--- src/rtl/write_checker_pkg.sv ---
// write_checker_pkg: shared state encoding and fail codes for the write checker.
// Rev 1.0
`default_nettype none

package write_checker_pkg;

    typedef enum logic [1:0] {
        IDLE  = 2'd0,
        ARMED = 2'd1,
        PASS  = 2'd2,
        FAIL  = 2'd3
    } state_e;

    localparam logic [1:0] FC_NONE     = 2'd0;
    localparam logic [1:0] FC_MISMATCH = 2'd1;
    localparam logic [1:0] FC_TIMEOUT  = 2'd2;
    localparam logic [1:0] FC_ORDER    = 2'd3;

endpackage

`default_nettype wire

--- src/rtl/write_match_table.sv ---
// write_match_table: expected-write storage with per-entry match vectors and
// one-hot lowest-unhit pointer / lowest-unhit address candidate.
// Rev 1.0
`default_nettype none

module write_match_table
    import write_checker_pkg::*;
#(
    parameter int N     = 32,
    parameter int A     = 32,
    parameter int DEPTH = 4,
    parameter int IW    = 2
) (
    input  logic             clk,
    input  logic             reset,
    input  logic             wr_en_i,
    input  logic [IW-1:0]    wr_idx_i,
    input  logic             wr_valid_i,
    input  logic [A-1:0]     wr_addr_i,
    input  logic [N-1:0]     wr_data_i,
    input  logic [A-1:0]     dataadr_i,
    input  logic [N-1:0]     writedata_i,
    input  logic [DEPTH-1:0] hit_mask_i,
    output logic [DEPTH-1:0] valid_o,
    output logic [DEPTH-1:0] addr_match_o,
    output logic [DEPTH-1:0] data_match_o,
    output logic [DEPTH-1:0] ptr_oh_o,
    output logic [DEPTH-1:0] cand_oh_o
);

    logic [DEPTH-1:0] valid_q;
    logic [A-1:0]     addr_q [DEPTH];
    logic [N-1:0]     data_q [DEPTH];

    logic [DEPTH-1:0] w_unhit;
    logic [DEPTH-1:0] w_cand_pool;

    // Indices outside 0..DEPTH-1 match no entry and are dropped.
    always_ff @(posedge clk or negedge reset) begin
        if (!reset) begin
            valid_q <= '0;
            for (int i = 0; i < DEPTH; i++) begin
                addr_q[i] <= '0;
                data_q[i] <= '0;
            end
        end else if (wr_en_i) begin
            for (int i = 0; i < DEPTH; i++) begin
                if (wr_idx_i == IW'(i)) begin
                    valid_q[i] <= wr_valid_i;
                    addr_q[i]  <= wr_addr_i;
                    data_q[i]  <= wr_data_i;
                end
            end
        end
    end

    for (genvar i = 0; i < DEPTH; i++) begin : g_entry
        assign addr_match_o[i] = valid_q[i] && (addr_q[i] == dataadr_i);
        assign data_match_o[i] = (data_q[i] == writedata_i);
    end

    assign valid_o     = valid_q;
    assign w_unhit     = valid_q & ~hit_mask_i;
    assign w_cand_pool = addr_match_o & ~hit_mask_i;

    // x & -x isolates the lowest set bit.
    assign ptr_oh_o  = w_unhit & (~w_unhit + DEPTH'(1));
    assign cand_oh_o = w_cand_pool & (~w_cand_pool + DEPTH'(1));

endmodule

`default_nettype wire

--- config.mk ---
export PLATFORM = sky130hd
export DESIGN_NAME = write_match_table
export DESIGN_NICKNAME = d
export VERILOG_FILES = /design/src/rtl/write_checker_pkg.sv /design/src/rtl/write_match_table.sv
export SDC_FILE = /design/constraint.sdc
export NUM_CORES = 1
export LEC_CHECK = 0
export BUFFER_PORTS_ARGS = -buffer_cell sky130_fd_sc_hd__buf_2
export CORE_MARGIN = 2
export CORE_UTILIZATION = 55
export DETAILED_ROUTE_END_ITERATION = 6
export PLACE_DENSITY = 0.76
export SLEW_MARGIN = 20
export SYNTH_ARGS = -nofsm -noshare
export SYNTH_HDL_FRONTEND = slang
export SYNTH_SLANG_ARGS = --single-unit
--- constraint.sdc ---
create_clock -name clk -period 2.9 [get_ports clk]
set_clock_uncertainty 0.05 [all_clocks]
set_input_delay 0.58 -clock clk [delete_from_list [all_inputs] [get_ports clk]]
set_output_delay 0.58 -clock clk [all_outputs]
set_load 0.1 [all_outputs]
==> tab_implementation.tex <==
\begin{tabular}{lr}
\hline
Metric & Value \\
\hline
\multicolumn{2}{l}{\textbf{Routing}} \\
\quad Per-cell via count in the routed design & around 5.7 \\
\quad Wire length reported by the detailed router & 32.6 mm \\
\quad Via count & between 8k and 9k \\
\quad First DRT Iteration DRCs & $\sim$440 \\
\quad Number of iterations in the first detailed-routing pass & 4 \\
\quad Residual antenna-violating net count after detailed routing & 0 \\
\quad Post-detailed-route DRC marker count & 0 \\
\quad Drt wl/cell & about 22 um \\
\multicolumn{2}{l}{\textbf{Power and ir drop}} \\
\quad Switching fraction of total power & 28.8\% \\
\quad Total power per unit cell area & just under 700 nW/um\^{}2 \\
\quad Total internal power & 7.76 mW \\
\quad Leak pwr & roughly 7 nW \\
\quad Sw Pwr & around 3.1 mW \\
\quad Worst vdd rail ir drop & between 0.0005 and 0.0006 V \\
\quad Portion of total power attributed to sequential cells & 44.1\% \\
\quad Combinational Power Share & between 20\% and 30\% \\
\quad Portion of total power attributed to the clock network & between 30\% and 40\% \\
\multicolumn{2}{l}{\textbf{Synth}} \\
\quad Post-synthesis area per instance & 13.3 um\^{}2 \\
\quad Fraction of the yosys area taken by sequential cells & slightly above 50\% \\
\quad Number of nets in the synthesized netlist & $\sim$1.1k \\
\quad Area share of the largest cell type after synthesis & just over 50\% \\
\quad Cell type with the largest total area after synthesis & sky130\_fd\_sc\_hd\_\_dfrtp\_1 \\
\quad Leading cell types by total area after synthesis & sky130\_fd\_sc\_hd\_\_dfrtp\_1 (51\%), sky130\_fd\_sc\_hd\_\_mux2\_2 (23\%), sky130\_fd\_sc\_hd\_\_xor2\_1 (12\%), sky130\_fd\_sc\_hd\_\_xnor2\_1 (3.5\%), sky130\_fd\_sc\_hd\_\_nor4\_1 (2.3\%) \\
\quad Number of warnings printed during yosys synthesis & 0 \\
\quad Count of different cell masters after synthesis & 38 \\
\quad Seq cells post-synth & 260 \\
\quad Netlist area before placement & 12700 um\^{}2 \\
\quad Synth Instances & about 950 \\
\multicolumn{2}{l}{\textbf{Critical path}} \\
\quad Required time of the critical path & 2.27 ns \\
\quad Worst reg2reg path startpoint & addr\_q[123] \\
\quad End of the worst register-to-register path & addr\_q[123] \\
\quad Data arrival time at the worst-slack endpoint & $\sim$2.5 ns \\
\quad Worst setup SP type & flop \\
\quad Maximum net fanout on the critical path & 2 \\
\quad Setup CP Type & flop to output pin \\
\quad Worst Reg2Reg Path Length in Cells & 2 \\
\quad Setup slack of the most critical reg-to-reg path & a little under 2 ns \\
\quad Kind of capture point of the worst setup path & output pin \\
\multicolumn{2}{l}{\textbf{Global route}} \\
\quad Pin count of the biggest net entering global routing & 76 \\
\quad Global-route wire length before repair & between 50 and 60 mm \\
\quad Overall Global Routing Usage & between 20 and 30\% \\
\quad Via count of the first global-routing pass & around 9.1k \\
\quad Overflow after GRT & 0 \\
\quad Antenna violations before repair & 5 \\
\multicolumn{2}{l}{\textbf{Die}} \\
\quad Std-Cell Core Area & roughly 23000 um\^{}2 \\
\quad Die footprint & 24300 um\^{}2 \\
\quad Die Height & $\sim$160 um \\
\quad Floorplan die width & roughly 160 um \\
\quad Initial standard-cell utilization of the core & 56.0\% \\
\quad Core Rows & 55 \\
\quad I/O pin count & around 160 \\
\multicolumn{2}{l}{\textbf{Cells and area}} \\
\quad Layout area overhead & 24.1\% \\
\quad Net total in the final layout & around 1.3k \\
\quad Final Instance Count excl. Fillers & 1487 \\
\quad Share of final-layout standard cells stronger than drive strength 1 & 47.5\% \\
\multicolumn{2}{l}{\textbf{STA}} \\
\quad Fin. max-slew vios & 0 \\
\quad Final period utilization & 107\% \\
\quad Slack of the critical path & -0.209 ns \\
\quad Final setup violation count & 7 \\
\quad Total Neg Setup Slack & -1.03 ns \\
\quad Slew @ Worst Pin & 0.611 ns \\
\quad Hold violation total from the final report & 0 \\
\quad Worst slew margin relative to its limit & between 50\% and 60\% \\
\quad Final critical delay including setup and external delays & between 3 and 4 ns \\
\quad Max Fclk & $\sim$320 MHz \\
\quad Unrepaired setup endpoints after global routing & true \\
\multicolumn{2}{l}{\textbf{Clocking}} \\
\quad Clock insertion delay at the later pin of the skew report & roughly 0.55 ns \\
\quad Clock sink count & 260 \\
\quad Clock-pin slew reported for the worst setup and hold paths after clock tree synthesis & about 0.060 ns \\
\quad Clock tree from TritonCTS & done \\
\quad Cell at the root of the clock tree & sky130\_fd\_sc\_hd\_\_clkbuf\_16 \\
\quad Depth of the CTS H-tree & 1 \\
\quad Maximum clock path buffer count & 3 \\
\quad Number of buffers created by CTS & 29 \\
\multicolumn{2}{l}{\textbf{Run status}} \\
\quad Result of the run & finished with violations \\
\quad Failing checks & negative setup slack \\
\multicolumn{2}{l}{\textbf{Worst hold path}} \\
\quad Type of the tightest min-delay check & input port to flop \\
\quad Startpoint of the worst hold path & wr\_addr\_i[11] \\
\quad Worst Hold End & addr\_q[107] \\
\quad Number of cells traversed by the worst hold path & 3 \\
\multicolumn{2}{l}{\textbf{Place}} \\
\quad Number of cells in the design after placement & 1423 \\
\quad Number of buffers added on ports & 157 \\
\quad Global placer's final weighted congestion & just over 0.9 \\
\quad Sum of net half-perimeters after detailed placement & $\sim$23 mm \\
\multicolumn{2}{l}{\textbf{Job}} \\
\quad Max-Cap Viols & 0 \\
\hline
\end{tabular}
==> registers in the layout (all words and copies together) (netlist names) <==
name / cells
addr_q: 128
data_q: 128
valid_o: 4
==> worst max path at each step <==
stage                             start      endpoint  slack, ns  depth (start not counted)
after detailed placement  dataadr_i[25]  cand_oh_o[2]      -0.22                          9
after global placement    dataadr_i[28]  cand_oh_o[1]      -0.19                         10
after CTS                    addr_q[85]  cand_oh_o[2]      -0.26                          9
after floorplan            dataadr_i[0]  cand_oh_o[2]      -1.23                          5
final                        addr_q[81]  cand_oh_o[3]      -0.21                          7
after global routing          addr_q[0]  cand_oh_o[3]      -0.32                          7
==> synth_stat cells <==
master,instances
sky130_fd_sc_hd__a2111oi_0,3
sky130_fd_sc_hd__or2b_1,2
sky130_fd_sc_hd__xnor2_1,51
sky130_fd_sc_hd__nor2b_2,1
sky130_fd_sc_hd__nor4b_4,1
sky130_fd_sc_hd__nor2b_1,14
sky130_fd_sc_hd__or4_4,1
sky130_fd_sc_hd__buf_2,13
sky130_fd_sc_hd__nor3b_1,2
sky130_fd_sc_hd__mux2_2,257
sky130_fd_sc_hd__a222oi_1,1
sky130_fd_sc_hd__nand4_1,22
sky130_fd_sc_hd__and2b_1,2
sky130_fd_sc_hd__nand2b_1,16
sky130_fd_sc_hd__nor4_4,1
sky130_fd_sc_hd__and4bb_2,1
sky130_fd_sc_hd__dfrtp_1,260
sky130_fd_sc_hd__nand3_1,7
sky130_fd_sc_hd__nand2_1,4
sky130_fd_sc_hd__o2111a_1,2
sky130_fd_sc_hd__nor4b_1,3
sky130_fd_sc_hd__nor3_1,5
sky130_fd_sc_hd__and4_1,1
sky130_fd_sc_hd__inv_1,18
sky130_fd_sc_hd__and3_1,1
sky130_fd_sc_hd__a221oi_1,1
sky130_fd_sc_hd__a221o_1,1
sky130_fd_sc_hd__clkbuf_1,15
sky130_fd_sc_hd__o221ai_1,3
sky130_fd_sc_hd__nor4_1,47
sky130_fd_sc_hd__xor2_1,177
sky130_fd_sc_hd__o21ai_0,3
sky130_fd_sc_hd__o22ai_1,2
sky130_fd_sc_hd__o2111ai_1,3
sky130_fd_sc_hd__a2111oi_2,1
sky130_fd_sc_hd__nor2_1,5
sky130_fd_sc_hd__nand3b_1,3
sky130_fd_sc_hd__a2111oi_4,1
==> metal layers <==
metal,share of wire [%],global-route usage (%)
met1,41,35.7
met2,50,46.5
met3,5.5,4.94
met4,3.7,10.9
met5,0.070,0
==> through the flow <==
step	cell area [um^2]	power (mW)	setup slack [ns]	hold WS, ns	utilization, %
floorplan	12800	6.20	-1.23	0.234	-
global placement	14500	7.02	-0.186	0.440	64.1
detailed placement	14500	7.11	-0.224	0.453	64.1
CTS	15700	10.9	-0.255	0.230	69.1
global route	15700	11.4	-0.322	0.256	69.5
finish	15700	10.9	-0.209	0.255	69.5
==> cell families after synthesis <==
kind of cell           after synthesis  synth area share, %
buffers and inverters               46                 1.49
XOR/XNOR                           228                 15.7
AO/OA/AOI/OAI                       21                 1.58
flip-flops                         260                 51.3
multiplexers                       257                 22.8
AND/OR/NAND/NOR                    139                 7.09
==> critical path, cell delays in order, from the launching register on <==
cell and delay (ns):
sky130_fd_sc_hd__dfrtp_1 0.41, sky130_fd_sc_hd__xnor2_2 0.19, sky130_fd_sc_hd__o221ai_2 0.12, sky130_fd_sc_hd__or4_4 0.51, sky130_fd_sc_hd__nor4_4 0.29, sky130_fd_sc_hd__buf_4 0.18, sky130_fd_sc_hd__nor4b_4 0.05, sky130_fd_sc_hd__buf_6 0.18
==> repair_timing <==
action                                  CTS  global route
buffers inserted                          5             1
gates resized for setup                  20            13
hold endpoints to repair                 59             0
pin swaps                                 7             4
hold buffers                              1             0
endpoints found under the setup margin    7             9
==> placed cells by master (no fill, tap or decap), types with 3 or more instances in the layout <==
cell type                     n
sky130_fd_sc_hd__nand4_1     22
sky130_fd_sc_hd__buf_2      144
sky130_fd_sc_hd__dfrtp_1    257
sky130_fd_sc_hd__clkbuf_8     6
sky130_fd_sc_hd__nor4_4       3
sky130_fd_sc_hd__clkbuf_16   29
sky130_fd_sc_hd__nand3_1      6
sky130_fd_sc_hd__mux2_2     257
sky130_fd_sc_hd__nand3b_1     3
sky130_fd_sc_hd__nor2b_1     12
sky130_fd_sc_hd__xor2_1     176
sky130_fd_sc_hd__nor2_2       4
sky130_fd_sc_hd__buf_12      19
sky130_fd_sc_hd__nor3_1       3
sky130_fd_sc_hd__diode_2      3
sky130_fd_sc_hd__nand2b_1    16
sky130_fd_sc_hd__clkinv_2     4
sky130_fd_sc_hd__xnor2_1     43
sky130_fd_sc_hd__buf_4       51
sky130_fd_sc_hd__o21ai_0      3
sky130_fd_sc_hd__nand2_1      4
sky130_fd_sc_hd__nor4_1      38
sky130_fd_sc_hd__a2111oi_2    3
sky130_fd_sc_hd__bufinv_16    3
sky130_fd_sc_hd__nor4_2       7
sky130_fd_sc_hd__o2111ai_1    3
sky130_fd_sc_hd__inv_1       18
sky130_fd_sc_hd__clkbuf_1     7
sky130_fd_sc_hd__xnor2_2      8
sky130_fd_sc_hd__dfrtp_2      3
sky130_fd_sc_hd__buf_6        6
==> cell type report <==
cell class / count / area, um^2
timing repair buffer: 222 / 1580
inverter: 18 / 67.6
antenna: 3 / 7.51
sequential: 260 / 6510
clock inverter: 12 / 151
fill: 1598 / 6900
clock buffer: 42 / 835
tap: 285 / 357
multi-input combinational: 645 / 6230
==> power groups by stage <==
| stage | Clock, mW | Combinational (mW) | Sequential (mW) |
|---|---|---|---|
| after global routing | 3.97 | 2.50 | 4.90 |
| after detailed placement | 0 | 2.25 | 4.86 |
| final | 3.76 | 2.32 | 4.81 |
| after global placement | 0 | 2.20 | 4.82 |
| after CTS | 3.81 | 2.31 | 4.81 |
| after floorplan | 0 | 1.39 | 4.81 |
Power figures use the tool's default switching activity.
